**src/rtl/sys_array_tile_scheduler.sv**
```systemverilog
// ---------------------------------------------------------------------------
// sys_array_tile_scheduler
//
// Runs a fully-connected layer (1 x ARRAY_A_L input times ARRAY_A_L x
// ARRAY_W_L weights) on a systolic array that only covers ARRAY_L reduction
// rows by ARRAY_W output columns per pass. The layer is cut into tiles: K is
// walked in chunks of ARRAY_L (inner loop), N in chunks of ARRAY_W (outer
// loop). Partial sums from each tile are accumulated per output. Bias is
// added once at the end and a single result vector is presented.
//
// Ports
//   clk, reset_n        clock, asynchronous active-low reset
//   start               one-cycle request to run a layer (IDLE/DONE only)
//   busy                high while a layer is in flight
//   tile_start          one-cycle command to the array fetcher
//   tile_k_idx/n_idx    chunk indices of the commanded tile
//   tile_k_len          valid reduction rows in the commanded tile
//   tile_done           one-cycle completion pulse, tile_result valid with it
//   tile_result         ARRAY_W signed partial sums, lane i at [i*ACC_WIDTH +:]
//   bias                ARRAY_W_L signed bias values, static during a run
//   result              ARRAY_W_L signed outputs (accumulator + bias)
//   result_valid        one-cycle pulse when result updates
//   done                high from result_valid until the next accepted start
//   state_dbg           current FSM state encoding, for observation only
//
// Handshake: tile_start and tile_done are single-cycle pulses with no
// backpressure. Exactly one tile_start is issued per tile, and the next one
// is not issued until a tile_done has been seen in WAIT. tile_done in any
// other state is dropped. start is a pulse that is only honoured in IDLE or
// DONE; elsewhere it is dropped.
// ---------------------------------------------------------------------------
module sys_array_tile_scheduler #(
  parameter int DATA_WIDTH = 16,
  parameter int ACC_WIDTH  = 32,
  parameter int ARRAY_W    = 10,
  parameter int ARRAY_L    = 13,
  parameter int ARRAY_A_L  = 784,
  parameter int ARRAY_W_L  = 10,
  parameter int IDX_W      = 8
) (
  input  logic                            clk,
  input  logic                            reset_n,
  input  logic                            start,
  output logic                            busy,
  output logic                            tile_start,
  output logic [IDX_W-1:0]                tile_k_idx,
  output logic [IDX_W-1:0]                tile_n_idx,
  output logic [IDX_W-1:0]                tile_k_len,
  input  logic                            tile_done,
  input  logic [ARRAY_W*ACC_WIDTH-1:0]    tile_result,
  input  logic [ARRAY_W_L*DATA_WIDTH-1:0] bias,
  output logic [ARRAY_W_L*ACC_WIDTH-1:0]  result,
  output logic                            result_valid,
  output logic                            done,
  output logic [2:0]                      state_dbg
);

  localparam int K_TILES = (ARRAY_A_L + ARRAY_L - 1) / ARRAY_L;
  localparam int N_TILES = (ARRAY_W_L + ARRAY_W - 1) / ARRAY_W;
  localparam int K_LAST  = ARRAY_A_L - (K_TILES - 1) * ARRAY_L;

  localparam logic [IDX_W-1:0] K_END    = IDX_W'(K_TILES - 1);
  localparam logic [IDX_W-1:0] N_END    = IDX_W'(N_TILES - 1);
  localparam logic [IDX_W-1:0] LEN_FULL = IDX_W'(ARRAY_L);
  localparam logic [IDX_W-1:0] LEN_LAST = IDX_W'(K_LAST);
  // Length of K chunk 0; a single-chunk layer starts on the short chunk.
  localparam logic [IDX_W-1:0] LEN_K0   = (K_TILES == 1) ? LEN_LAST : LEN_FULL;

  typedef enum logic [2:0] {
    S_IDLE  = 3'd0,
    S_ISSUE = 3'd1,
    S_WAIT  = 3'd2,
    S_NEXT  = 3'd3,
    S_BIAS  = 3'd4,
    S_DONE  = 3'd5
  } state_t;

  state_t state_q, state_d;

  logic [IDX_W-1:0]     k_q, n_q, len_q;
  logic [ACC_WIDTH-1:0] acc_q [ARRAY_W_L];
  logic                 start_accept;

  assign start_accept = start && (state_q == S_IDLE || state_q == S_DONE);

  // -------------------------------------------------------------------------
  // FSM state register
  // -------------------------------------------------------------------------
  always_ff @(posedge clk or negedge reset_n) begin
    if (!reset_n) begin
      state_q <= S_IDLE;
    end else begin
      state_q <= state_d;
    end
  end

  // -------------------------------------------------------------------------
  // FSM next state and state-decoded outputs
  // -------------------------------------------------------------------------
  always_comb begin
    state_d    = state_q;
    tile_start = 1'b0;
    busy       = 1'b0;
    done       = 1'b0;
    case (state_q)
      S_IDLE: begin
        if (start_accept) state_d = S_ISSUE;
      end
      S_ISSUE: begin
        tile_start = 1'b1;
        busy       = 1'b1;
        state_d    = S_WAIT;
      end
      S_WAIT: begin
        busy = 1'b1;
        if (tile_done) state_d = S_NEXT;
      end
      S_NEXT: begin
        busy = 1'b1;
        if (k_q != K_END || n_q != N_END) state_d = S_ISSUE;
        else                              state_d = S_BIAS;
      end
      S_BIAS: begin
        busy    = 1'b1;
        state_d = S_DONE;
      end
      S_DONE: begin
        done = 1'b1;
        if (start_accept) state_d = S_ISSUE;
      end
      default: state_d = S_IDLE;
    endcase
  end

  // -------------------------------------------------------------------------
  // Tile indices, accumulators and result
  // -------------------------------------------------------------------------
  always_ff @(posedge clk or negedge reset_n) begin
    if (!reset_n) begin
      k_q          <= '0;
      n_q          <= '0;
      len_q        <= '0;
      result       <= '0;
      result_valid <= 1'b0;
      for (int j = 0; j < ARRAY_W_L; j++) acc_q[j] <= '0;
    end else begin
      // BIAS lasts one cycle, so this pulses on the first DONE cycle only.
      result_valid <= (state_q == S_BIAS);

      if (start_accept) begin
        k_q   <= '0;
        n_q   <= '0;
        len_q <= LEN_K0;
        for (int j = 0; j < ARRAY_W_L; j++) acc_q[j] <= '0;
      end else begin
        case (state_q)
          S_WAIT: begin
            if (tile_done) begin
              // Output j belongs to N chunk j/ARRAY_W, lane j%ARRAY_W. Lanes
              // past ARRAY_W_L in the last N chunk have no output and are
              // simply never read.
              for (int j = 0; j < ARRAY_W_L; j++) begin
                if (n_q == IDX_W'(j / ARRAY_W)) begin
                  acc_q[j] <= acc_q[j] +
                              tile_result[(j % ARRAY_W)*ACC_WIDTH +: ACC_WIDTH];
                end
              end
            end
          end
          S_NEXT: begin
            if (k_q != K_END) begin
              k_q   <= k_q + IDX_W'(1);
              len_q <= ((k_q + IDX_W'(1)) == K_END) ? LEN_LAST : LEN_FULL;
            end else if (n_q != N_END) begin
              k_q   <= '0;
              n_q   <= n_q + IDX_W'(1);
              len_q <= LEN_K0;
            end
          end
          S_BIAS: begin
            for (int j = 0; j < ARRAY_W_L; j++) begin
              result[j*ACC_WIDTH +: ACC_WIDTH] <= acc_q[j] +
                {{(ACC_WIDTH-DATA_WIDTH){bias[j*DATA_WIDTH + DATA_WIDTH - 1]}},
                 bias[j*DATA_WIDTH +: DATA_WIDTH]};
            end
          end
          default: ;
        endcase
      end
    end
  end

  assign tile_k_idx = k_q;
  assign tile_n_idx = n_q;
  assign tile_k_len = len_q;
  assign state_dbg  = state_q;

endmodule

```
**config.mk**
```make
export PLATFORM = sky130hd
export DESIGN_NAME = sys_array_tile_scheduler
export DESIGN_NICKNAME = d
export VERILOG_FILES = /design/src/rtl/sys_array_tile_scheduler.sv
export SDC_FILE = /design/constraint.sdc
export NUM_CORES = 2
export LEC_CHECK = 0
export ABC_AREA = 1
export BUFFER_PORTS_ARGS = -buffer_cell sky130_fd_sc_hd__buf_2
export CORE_AREA = 2 2 414 498
export CTS_BUF_LIST = sky130_fd_sc_hd__clkbuf_16
export CTS_CLUSTER_SIZE = 40
export DETAILED_ROUTE_END_ITERATION = 10
export DIE_AREA = 0 0 416 500
export PLACE_DENSITY_LB_ADDON = 0.3
export SLEW_MARGIN = 20
export SYNTH_ARGS = -nofsm -noshare
export SYNTH_HDL_FRONTEND = slang
export SYNTH_SLANG_ARGS = --single-unit
export TNS_END_PERCENT = 10
```
**constraint.sdc**
```tcl
create_clock -name clk -period 2.3 [get_ports clk]
set_clock_uncertainty 0.15 [all_clocks]
set_input_delay 0.115 -clock clk [delete_from_list [all_inputs] [get_ports clk]]
set_output_delay 0.115 -clock clk [all_outputs]
set_load 0.01 [all_outputs]
```
# --- Yosys cells after proc, flatten, opt, wreduce, memory -nomap -nowiden ---
# Cells that the tools add are included.
op_classes:
  magnitude_cmp: 0
  reduce_logical: 19
  n_eq_ne: 10
  n_mux: 33
  bitwise_logic: 1
  addsub: 22
  div: 0
  n_shift: 0
  mul: 0
ops:
  columns: ["op", "n"]
  rows:
  - ["two-way mux 320 bit", 3]
  - ["adder 32 bit", 20]
  - ["two-way mux 32 bit", 10]
  - ["two-way mux 8 bit", 12]
  - ["adder 8 x 1 -> 8 bit, second input constant", 2]
  - ["case mux 3 bit (5 select lines)", 1]
  - ["nonzero test 2 bit", 5]
  - ["two-way mux 3 bit", 3]
  - ["== test 8 x 6 -> 1 bit, second input constant", 1]
  - ["logical NOT 8 bit", 1]
  - ["!= test 8 x 6 -> 1 bit, second input constant", 1]
  - ["nonzero test 8 bit", 1]
  - ["== test 3 x 2 -> 1 bit, second input constant", 2]
  - ["== test 3 bit, second input constant", 2]
  - ["AND reduction 2 bit", 3]
  - ["AND reduction 3 bit", 2]
  - ["two-way mux 4 bit", 1]
  - ["!= test 2 bit, second input constant", 2]
  - ["OR reduction 4 bit", 1]
  - ["== test 3 x 1 -> 1 bit, second input constant", 1]
  - ["logical NOT 3 bit", 1]
  - ["two-way mux 1 bit", 3]
  - ["nonzero test 3 bit", 1]
  - ["logical OR 1 bit", 2]
  - ["4 further kinds", 4]
word_totals:
  rom_bits: 0
  mem_count: 0
  output_inout_bits: 351
  elab_cells: 101
  latch_bits: 0
  mem_bits_rw: 0
  register_bits: 668
  in_bits: 484

# --- Logic depth before layout (Yosys ltp) ---
depth:
  ltp_word: 6
  depth_mapped: 14

# --- Least setup slack after synthesis ---
# Ideal clock, no wire load.
synth_timing:
  path_type: "flip-flop to flip-flop"
  startpoint: "reg acc_q[96] (netlist name)"
  endpoint: "reg result[204]"
  path_stages_with_launch: 10
  period_less_slack_ns: 2.048
  t_arrival_ns: 1.780
  setup_time_ns: 0.118
  slack_ns: 0.252
  t_required_ns: 2.032
  path_cell_list: "dfrtp_1 > ha_1 > fa_1 > nand3_1 > nand3_1 > nand3_1 > nand3_1 > or2_2 > nand3_1 > nand2_1"
synth_via:
  elab_chain_len: 1
synth_rtl:
  columns: ["item", "line", "rtl"]
  rows:
  - ["start: declaration", "81", "logic [ACC_WIDTH-1:0] acc_q [ARRAY_W_L];"]
  - ["start signal: indexed assignment", "164", "acc_q[j] <= acc_q[j] +"]
  - ["adder 32 bit", "182", "result[j*ACC_WIDTH +: ACC_WIDTH] <= acc_q[j] +"]
  - ["end signal: indexed assignment", "182", null]
  - ["end: declaration", "52", "output logic [ARRAY_W_L*ACC_WIDTH-1:0] result,"]
# Every way passes these cells.
# A chain may end at the register's enable or synchronous reset.

# --- Final worst setup path ---
layout_timing:
  startpoint: "reg acc_q[291] (netlist name)"
  endpoint: "reg acc_q[295] (netlist name)"
layout_via:
  elab_chain_len: 5
layout_rtl:
  columns: ["item", "line", "rtl"]
  rows:
  - ["adder 32 bit", "164", null]
  - ["two-way mux 32 bit", "163", "if (n_q == IDX_W'(j / ARRAY_W)) begin"]
  - ["two-way mux 320 bit", "158", "if (tile_done) begin"]
  - ["two-way mux 320 bit", "156", "case (state_q)"]
  - ["two-way mux 320 bit", "150", "if (start_accept) begin"]
# Every way passes these cells. The select of a mux whose other input is x is not followed.

==> flow_summary.json <==
{
  "setup_viol": 0,
  "synth_ff_type": "dfrtp_1",
  "yosysTopAreaCell": "nand2_1",
  "ys_ff_latch": 662,
  "clock_latency_ns": 0.75,
  "hold_viol": 0,
  "drcViolationCount": 0,
  "drive_gt1_frac": 0.103,
  "crit_path_max_fanout": 5,
  "finalNetCount": 15139,
  "r2r_end": "acc_q[295]",
  "critPathBufInv": 1,
  "period_needed_ns": 2.28,
  "layout_setup_ws_ns": 0.0212,
  "die_h_um": 500,
  "vias_per_cell": 4.67,
  "ys_types": 33,
  "cpMostUsedCell": "nand2_1",
  "synthXorXnorAreaFrac": 0.0245,
  "worstSetupPathType": "reg -> reg",
  "first_pass_iters": 6,
  "grt_max_degree": 83,
  "regArea_um2": 16600,
  "place_congestion": 1.01,
  "status": "complete, no violations",
  "synth-simple-area-share": 0.437,
  "drv_slew": 0,
  "worst_setup_path_end_kind": "flop",
  "drtAntennaViolNets": 0,
  "max_cap_viol_count": 0,
  "synth.yosys.warnings": 0,
  "clk_pin_slew_ns": 0.07,
  "yosysTopAreaCellShare": 0.310,
  "critical_path_depth": 9,
  "crit_start": "acc_q[291]",
  "async_flop_share": 1.00,
  "grt-ovfl-total": 0,
  "startpoint_type": "flop",
  "power_mw": 109,
  "endpoint": "acc_q[295]",
  "antenna_found_initial": 55,
  "synth.avg_cell_area_um2": 5.66,
  "cts_root_buffer": "clkbuf_16",
  "grt_use_total": 0.264,
  "min_path_type": "in -> async",
  "cp.required_ns": 2.79,
  "max_stage_delay_ns": 0.55,
  "tightest_slew_ns": 0.738,
  "synth.top_cells.by_area": "nand2_1, dfrtp_1, inv_1, ha_1, nand3_1",
  "synth_area_um2": 70900,
  "grt_pass1_vias": 74967,
  "ff2ff_path_depth": 9,
  "core_um2": 204000,
  "hpwl_um": 232000,
  "multi_input_area_um2": 45900,
  "vias": 78391,
  "ys_seq_area_frac": 0.234,
  "synth_cells": 12520,
  "fillers": 22130,
  "drt_iter0_markers": 4767,
  "io_buffer_count": 829,
  "die_area_um2": 208000,
  "cts_inserted_buffers": 90,
  "ir_worst_vdd_mv": 0.732,
  "critPathTopFamily": "simple AND/OR/NAND/NOR gates",
  "rsz0062_at_grt": "yes",
  "slowest_stage": "dlygate4sd3_1",
  "initial_core_util": 0.348,
  "synth_compound_area_frac": 0.0554,
  "r2r_slack_ns": 0.02,
  "synth_top_family_by_area": "simple AND/OR/NAND/NOR gates",
  "synth_edf_count": 0,
  "p_per_area_nw_per_um2": 1230,
  "syn2layout_area_growth_pct": 25.5,
  "max_freq_mhz": 439,
  "reg2reg_from": "acc_q[291]",
  "grt_pass1_wl_um": 427000,
  "synth_fa_ha_area_frac": 0.116,
  "wl_per_cell_um": 16.8,
  "clkSinkCount": 662,
  "power_leakage_nw": 54.0,
  "wl_um": 283000,
  "cts_tree": "done",
  "fin_hold_ws_ns": 0.0778,
  "io_pins": 835,
  "die_w_um": 416,
  "crit_chain": "ha_1 -> nand2_1 -> nor2_1 -> nand2_1 -> nand2_1 -> nand2_1 -> dlygate4sd3_1 -> nand3_1 -> nand2_1",
  "dp_slack_ns": -0.00570,
  "std_cell_rows": 182,
  "worstPathArrival_ns": 2.76,
  "worst_slew_margin_rel": 0.508,
  "cts.htree.levels": 3,
  "synthMuxAreaShare": 0,
  "clk_path_buf_depth": 3,
  "period_share": 0.991
}
-- routing by layer --
metal / GRT usage / part of all wire
met1: 0.321 / 0.42
met2: 0.450 / 0.47
met3: 0.0337 / 0.050
met4: 0.145 / 0.059
met5: 0 / 0.000099
-- cell families after synthesis --
| logic type | Yosys count |
|---|---|
| DFF | 662 |
| buffers and inverters | 2474 |
| and+or+nand+nor | 7791 |
| xor gates and xnor gates | 198 |
| adders and majority gates | 644 |
| AOI/OAI and AO/OA | 750 |
| other | 1 |
-- synth_stat cells, drive strengths merged, types with 14 or more instances --
library cell     n
a21o            27
a21oi          415
and2            14
buf             97
clkbuf          50
dfrtp          662
fa              20
ha             624
inv           2326
nand2         5856
nand3          793
nand3b          98
nand4           18
nor2           876
nor3            87
o21ai          264
o21bai          31
or2             48
xnor2          170
xor2            28
-- area by class of cell --
class | instances | share of cell area
Inverter | 2327 | 0.0985
Tap cell | 2668 | 0.0375
Sequential cell | 662 | 0.186
Timing Repair inverter | 2 | 0.000197
Clock inverter | 70 | 0.00715
Antenna cell | 42 | 0.00118
Clock buffer | 92 | 0.0259
Timing Repair Buffer | 1540 | 0.128
Multi-Input combinational cell | 9388 | 0.516
-- sequential cells by signal, summed over array words and instances, names as in the netlist --
register	count
acc_q	320
result	320
tile_k_idx	8
tile_n_idx	8
state_dbg	3
tile_k_len	2
result_valid	1
-- what timing repair did --
item,in CTS,in global routing
hold endpoints to repair,1172,0
gates cloned,2,2
pin swaps,3,16
resized for setup,6,227
endpoints found under the setup margin,5,387
setup buffers,4,6
hold buffers,512,0
-- power breakdown --
part / internal, mW / switching [mW] / total (mW)
logic: 27.0 / 46.6 / 73.6
clock network: 8.28 / 6.29 / 14.6
registers: 15.8 / 5.26 / 21.1
-- tightest hold or removal path: cells and delay by family --
family                 cells  cell delay, ns
buffers and inverters      3            1.17
-- cells in the final DEF, fill, tap and decap left out, types with 18 or more instances in the layout --
cell | synthesis | final
ha_1 | 624 | 534
o21ai_0 | 247 | 246
ha_2 | 0 | 50
xor2_1 | 28 | 28
dfrtp_1 | 662 | 645
nand2_1 | 5855 | 5824
buf_12 | 0 | 38
inv_1 | 2323 | 2337
nand3b_1 | 98 | 98
dlygate4sd3_1 | 0 | 511
a21oi_1 | 415 | 409
a21o_1 | 27 | 27
ha_4 | 0 | 40
nor2_1 | 875 | 852
nor3_1 | 85 | 83
nand2_2 | 1 | 31
o21ai_1 | 17 | 18
clkbuf_16 | 0 | 94
nand3_2 | 0 | 30
nand4_1 | 18 | 18
nand3_1 | 793 | 763
or2_2 | 48 | 48
nor2_2 | 1 | 23
o21bai_1 | 31 | 28
buf_2 | 75 | 828
buf_4 | 8 | 157
diode_2 | 0 | 42
xnor2_1 | 170 | 169
-- through the flow --
| stage | std cells | setup TNS [ns] | util | area [um2] |
|---|---|---|---|---|
| global placement | 16061 | 0 | 0.390 | 79600 |
| floorplan | 12524 | 0 | - | 70900 |
| CTS | 16741 | -0.0458 | 0.430 | 87700 |
| global route | 16779 | -1.08 | 0.436 | 88900 |
| detailed placement | 16061 | -0.00570 | 0.390 | 79600 |
| finish | 16791 | 0 | 0.436 | 89000 |
-- worst min-delay path by stage --
stage / cells past startpoint / slack, ns / to
3_5_place_dp: 1 / -0.04 / result[130]
6_report: 3 / 0.08 / acc_q[216]
5_1_grt: 3 / 0.06 / acc_q[216]
3_3_place_gp: 1 / -0.04 / result[130]
2_1_floorplan: 0 / -0.33 / acc_q[0]
4_1_cts: 7 / 0.02 / result[159]
No activity file was read; power rests on OpenSTA's default activity.
